$ cat src/rtl/qmf_synth_coef_ctrl_if.sv
// Serial coefficient stream (valid/ready) into qmf_synth_coef_ctrl.
// master drives words, slave is the controller's shadow-bank loader.
interface qmf_synth_coef_ctrl_if #(
  parameter int COEFW = 16
) ();
  logic             valid;
  logic             ready;
  logic [COEFW-1:0] data;
  logic             last;

  modport master (output valid, output data, output last, input ready);
  modport slave  (input valid, input data, input last, output ready);
endinterface

$ cat src/rtl/qmf_synth_coef_ctrl.sv
// Coefficient bank controller / sample sequencer for qmf_synthesis_core.
// Optional macro QMF_COEF_SYM_EN: load NTAPS/2 words and mirror them into a symmetric prototype.
module qmf_synth_coef_ctrl #(
  parameter int COEFW = 16,
  parameter int NTAPS = 8
) (
  input  logic                   clk,
  input  logic                   rst,
  qmf_synth_coef_ctrl_if.slave   s,
  input  logic                   sample_stb,
  output logic                   core_en,
  output logic [NTAPS*COEFW-1:0] coef_flat,
  output logic                   bank_valid,
  output logic                   settled,
  output logic                   swap_done,
  output logic                   load_err
);

`ifdef QMF_COEF_SYM_EN
  localparam int NW = NTAPS / 2;
`else
  localparam int NW = NTAPS;
`endif
  localparam int IW = (NW > 1) ? $clog2(NW) : 1;
  localparam int SW = $clog2(NTAPS + 1);

  typedef enum logic [1:0] {EMPTY, SETTLE, RUN} state_t;

  state_t                 state_reg;
  logic [IW-1:0]          wr_idx_reg;
  logic                   shadow_full_reg;
  logic [COEFW-1:0]       shadow_reg [NTAPS];
  logic [NTAPS*COEFW-1:0] shadow_flat;
  logic [NTAPS*COEFW-1:0] active_reg;
  logic [SW-1:0]          settle_cnt_reg;
  logic                   load_err_reg;
  logic                   swap_done_reg;
  logic                   bank_valid_reg;
  logic                   settled_reg;
  logic                   accept;
  logic                   at_end;
  logic                   swap;

  assign s.ready = !shadow_full_reg;
  assign accept  = s.valid && !shadow_full_reg;
  assign at_end  = (wr_idx_reg == IW'(NW - 1));
  assign swap    = shadow_full_reg && ((state_reg == EMPTY) || sample_stb);

  // Each shadow slice listens to one stream index; in symmetric mode the
  // upper half mirrors the lower half.
  generate
    for (genvar gi = 0; gi < NTAPS; gi++) begin : g_shadow
      localparam int SRC = (gi < NW) ? gi : (NTAPS - 1 - gi);
      always_ff @(posedge clk) begin
        if (accept && (wr_idx_reg == IW'(SRC))) begin
          shadow_reg[gi] <= s.data;
        end
      end
      assign shadow_flat[gi*COEFW +: COEFW] = shadow_reg[gi];
    end
  endgenerate

  always_ff @(posedge clk) begin
    if (rst) begin
      wr_idx_reg      <= '0;
      shadow_full_reg <= 1'b0;
      load_err_reg    <= 1'b0;
    end else begin
      load_err_reg <= 1'b0;
      if (swap) begin
        shadow_full_reg <= 1'b0;
      end
      // accept and swap are mutually exclusive: accept needs an empty shadow
      if (accept) begin
        if (at_end && s.last) begin
          shadow_full_reg <= 1'b1;
          wr_idx_reg      <= '0;
        end else if (at_end || s.last) begin
          load_err_reg <= 1'b1;
          wr_idx_reg   <= '0;
        end else begin
          wr_idx_reg <= wr_idx_reg + IW'(1);
        end
      end
    end
  end

  always_ff @(posedge clk) begin
    if (rst) begin
      state_reg      <= EMPTY;
      active_reg     <= '0;
      settle_cnt_reg <= '0;
      swap_done_reg  <= 1'b0;
      bank_valid_reg <= 1'b0;
      settled_reg    <= 1'b0;
    end else begin
      swap_done_reg <= swap;
      // A swap restarts the settle window even if a decrement is due this cycle
      if (swap) begin
        active_reg     <= shadow_flat;
        settle_cnt_reg <= SW'(NTAPS);
        state_reg      <= SETTLE;
        bank_valid_reg <= 1'b1;
        settled_reg    <= 1'b0;
      end else if ((state_reg == SETTLE) && sample_stb) begin
        if (settle_cnt_reg == SW'(1)) begin
          state_reg   <= RUN;
          settled_reg <= 1'b1;
        end else begin
          settle_cnt_reg <= settle_cnt_reg - SW'(1);
        end
      end
    end
  end

  assign core_en    = sample_stb && (state_reg != EMPTY);
  assign coef_flat  = active_reg;
  assign bank_valid = bank_valid_reg;
  assign settled    = settled_reg;
  assign swap_done  = swap_done_reg;
  assign load_err   = load_err_reg;

endmodule
$ cat src/flat_wrapper.sv
// flat-port wrapper written by rule: the top's interface ports become plain ports
module qmf_synth_coef_ctrl_flat 
#(
  parameter int COEFW = 16,
  parameter int NTAPS = 8
)
  (clk, rst, sample_stb, core_en, coef_flat, bank_valid, settled, swap_done, load_err, s_valid, s_data, s_last, s_ready);
  qmf_synth_coef_ctrl_if #(.COEFW(COEFW)) s_i ();
  input  logic clk;
  input  logic rst;
  input  logic sample_stb;
  output logic core_en;
  output logic [NTAPS*COEFW-1:0] coef_flat;
  output logic bank_valid;
  output logic settled;
  output logic swap_done;
  output logic load_err;
  input wire logic [$bits(s_i.valid)-1:0] s_valid;
  input wire logic [$bits(s_i.data)-1:0] s_data;
  input wire logic [$bits(s_i.last)-1:0] s_last;
  output wire logic [$bits(s_i.ready)-1:0] s_ready;
  assign s_i.valid = s_valid;
  assign s_i.data = s_data;
  assign s_i.last = s_last;
  assign s_ready = s_i.ready;
  qmf_synth_coef_ctrl #(.COEFW(COEFW), .NTAPS(NTAPS)) u_core (.clk(clk), .rst(rst), .s(s_i), .sample_stb(sample_stb), .core_en(core_en), .coef_flat(coef_flat), .bank_valid(bank_valid), .settled(settled), .swap_done(swap_done), .load_err(load_err));
endmodule
$ cat config.mk
export PLATFORM = sky130hd
export DESIGN_NAME = qmf_synth_coef_ctrl_flat
export DESIGN_NICKNAME = d
export VERILOG_FILES = /design/src/rtl/qmf_synth_coef_ctrl_if.sv /design/src/rtl/qmf_synth_coef_ctrl.sv /design/src/flat_wrapper.sv
export SDC_FILE = /design/constraint.sdc
export NUM_CORES = 1
export LEC_CHECK = 0
export ABC_AREA = 1
export CAP_MARGIN = 10
export CORE_UTILIZATION = 45
export DETAILED_ROUTE_END_ITERATION = 16
export PLACE_DENSITY = 0.81
export SETUP_SLACK_MARGIN = 0.4
export SLEW_MARGIN = 20
export SYNTH_ARGS = -nofsm -noshare
export SYNTH_HDL_FRONTEND = slang
export SYNTH_SLANG_ARGS = --single-unit
$ cat constraint.sdc
create_clock -name clk -period 5.18 [get_ports clk]
set_input_delay 1.036 -clock clk [delete_from_list [all_inputs] [get_ports clk]]
set_output_delay 1.036 -clock clk [all_outputs]
set_load 0.1 [all_outputs]
==> results.py <==
metrics = {
    "floorplanning": {
        "rows": 51,
        "die_h_um": 143,
        "die_x_um": 143,
        "dieArea_um2": 20500,
        "core_um2": 19500,
        "ios": 155,
        "start_util": 0.459,
    },
    "min_path": {
        "min_path_cells": 2,
        "min_to": "coef_flat[0]$_SDFFE_PP0P_",
        "min_from": "u_core.shadow_reg[0][0]$_DFFE_PP_",
        "hold_path_class": "register to register",
    },
    "setup_path": {
        "cp_max_fo": 2,
        "cpMaxStageDelayCell": "clkdlybuf4s50_1",
        "end_kind": "output port",
        "path_buf_inv": 3,
        "cp.required_ps": 4140,
        "path_class": "input port to output port",
        "ff2ff_setup_slack_ps": 2860,
        "reg2regPathDepth": 6,
        "cp-start-kind": "input port",
        "cp_top_family": "buffers and inverters",
        "cp_slowest_stage_delay_ps": 1130,
        "critical_path_depth": 4,
        "path_common_cell": "clkdlybuf4s50_1",
        "r2r_start": "u_core.state_reg[1]$_SDFFE_PP0P_",
        "worstPathArrival_ps": 2810,
        "rr_endpoint": "u_core.settle_cnt_reg[3]$_SDFFE_PP0P_",
        "crit_chain": "clkdlybuf4s50_1 > inv_1 > nor2_1 > clkdlybuf4s50_1",
    },
    "synthesis": {
        "ys_async_sr_fraction": 0,
        "synth_top_area_frac": 0.428,
        "syn-num-nets": 809,
        "avgSynthCellArea_um2": 11.5,
        "ys_ff_latch": 269,
        "yosysSeqAreaShare": 0.743,
        "synthesis.area_um2": 8970,
        "yosysTopAreaCell": "edfxtp_1",
        "ys_types": 22,
        "ys.flop_type": "dfxtp_1",
        "synth_enable_flop_cells": 128,
        "synth_warnings": 0,
        "syn_inst": 780,
        "yosys-top-cells-area": "edfxtp_1 (43%), dfxtp_1 (31%), nand2_1 (11%)",
    },
    "cts": {
        "cts-root-buf": "clkbuf_16",
        "cts_resized": 0,
        "h-tree-depth": 1,
        "cts_buffer_depth": 3,
        "cts_buffers": 26,
        "cts.sinks": 269,
        "ctsHoldBuffers": 0,
        "cts_tree": "yes",
        "insertion_delay_ps": 520,
        "clk_pin_slew_worst_paths_ps": 60,
        "cts_setup_buffers": 0,
    },
    "power_and_ir_drop": {
        "clock_power_share": 0.432,
        "leakage_uw": 0.00457,
        "power_frac_seq": 0.546,
        "ir_drop_v": 0.000272,
        "swShare": 0.200,
        "p_int_uw": 3300,
        "power.switching_uw": 826,
        "power.density_nw_per_um2": 357,
        "power_uw": 4120,
        "pwr-share-comb": 0.022,
    },
    "timing": {
        "timing.final.crit_share": 0.743,
        "rsz0062_at_grt": "no",
        "final_hold_viol_count": 0,
        "timing.final.max_slew_violations": 0,
        "worst_slew_pin_slew_ps": 1030,
        "fin_tns_setup_ps": 0,
        "max_freq_ghz": 0.260,
        "finalClockSkew_ps": 8.54,
        "slew_headroom": 0.313,
        "setup_violations": 0,
        "min_period_ps": 3850,
    },
    "place": {
        "gp_routability_congestion": 0.737,
        "hpwlAfterDp_mm": 12.4,
        "portBuffers": 154,
    },
    "run": {
        "max_cap_violations": 0,
    },
    "route": {
        "ant_nets": 0,
        "avgRoutedWirePerCell_um": 17.3,
        "drtPass1Iterations": 5,
        "drt_iter0_drc": 380,
        "viasPerCell": 4.98,
        "num_vias": 6067,
        "wirelength_mm": 21.0,
        "drc": 0,
    },
    "finish": {
        "fin_nets": 962,
        "fill_cells": 1579,
        "final_common_cell": "nand2_1",
        "layout-drive-gt1-share": 0.0630,
        "area_delta_synth_final_pct": 28.7,
        "mostFrequentLayoutCells": "nand2_1 (272), clkdlybuf4s50_1 (154), dfxtp_1 (141), nand3_1 (133), edfxtp_1 (128)",
        "utilization": 0.591,
        "antennaDiodeCount": 0,
    },
    "global_route": {
        "grt_max_degree": 83,
        "grt_overflow": 0,
        "grt_use_total": 0.208,
        "grt_pass1_wl_mm": 31.5,
        "antenna_found_initial": 1,
        "first_global_vias": 5732,
    },
    "status": {
        "status": "complete, no violations",
    },
}
==> cell usage after synthesis, types with 2 or more instances <==
library cell,instances
nand2_1,273
clkbuf_1,4
buf_6,11
edfxtp_1,128
a211oi_1,2
ha_1,8
buf_1,11
buf_2,17
nor3_1,6
nor2_1,10
nand4_1,2
inv_1,20
dfxtp_1,141
nand3_1,133
a21oi_1,7
==> how the worst max path moves through the flow <==
stage | start | end | slack, ps
5_1_grt | sample_stb | core_en | 1300
3_3_place_gp | sample_stb | core_en | 1350
3_5_place_dp | sample_stb | core_en | 1350
2_1_floorplan | u_core.state_reg[1]$_SDFFE_PP0P_ | core_en | 1770
6_report | sample_stb | core_en | 1330
4_1_cts | sample_stb | core_en | 1340
==> worst reg2reg max path, delay by kind of cell, from the launching register on <==
kind / cells / cell delay (ps)
buffers and inverters: 2 / 600
AO/OA/AOI/OAI: 1 / 380
flip-flops: 1 / 350
AND/OR/NAND/NOR: 3 / 930
==> stage by stage <==
stage               instance area (µm²)  worst slack, ps  cells  hold WS [ps]
floorplan                          8970             1770    780           412
global placement                  10700             1350   1170           414
detailed placement                10700             1350   1170           418
CTS                               11500             1340   1218           430
global route                      11500             1300   1218           446
finish                            11500             1330   1218           427
==> layout make-up <==
type | count | area, µm² | area share
repair buffers | 168 | 1650 | 0.143
well taps | 265 | 332 | 0.0287
multi-input cells | 447 | 2000 | 0.173
flip-flops and latches | 269 | 6670 | 0.577
clock inverters | 7 | 40.0 | 0.00347
clock buffers | 41 | 778 | 0.0674
inverters | 21 | 81.3 | 0.00704
==> cell families after synthesis <==
family | after synthesis | share of synthesized area
AO/OA/AOI/OAI | 11 | 0.00683
XOR/XNOR | 1 | 0.000976
adder cells (fa/ha/maj) | 8 | 0.0112
buffers and inverters | 64 | 0.0384
flip-flops | 269 | 0.743
AND/OR/NAND/NOR | 427 | 0.200
==> power by group through the flow <==
stage                     registers, µW  clock network, µW  logic (µW)
final                              2250               1780        90.4
after global routing               2250               1900        97.2
after CTS                          2250               1810        92.2
after detailed placement           2300                  0        92.0
after global placement             2300                  0        91.0
after floorplan                    2300                  0        28.1
==> layer usage <==
metal	share of wire	wire, µm	vias up	GRT usage
li1	-	-	2913	-
met1	0.41	8710	2889	0.265
met2	0.48	10200	225	0.354
met3	0.077	1620	40	0.0439
met4	0.025	526	0	0.0600
met5	0	0	-	0
No activity file was read; power rests on OpenSTA's default activity.
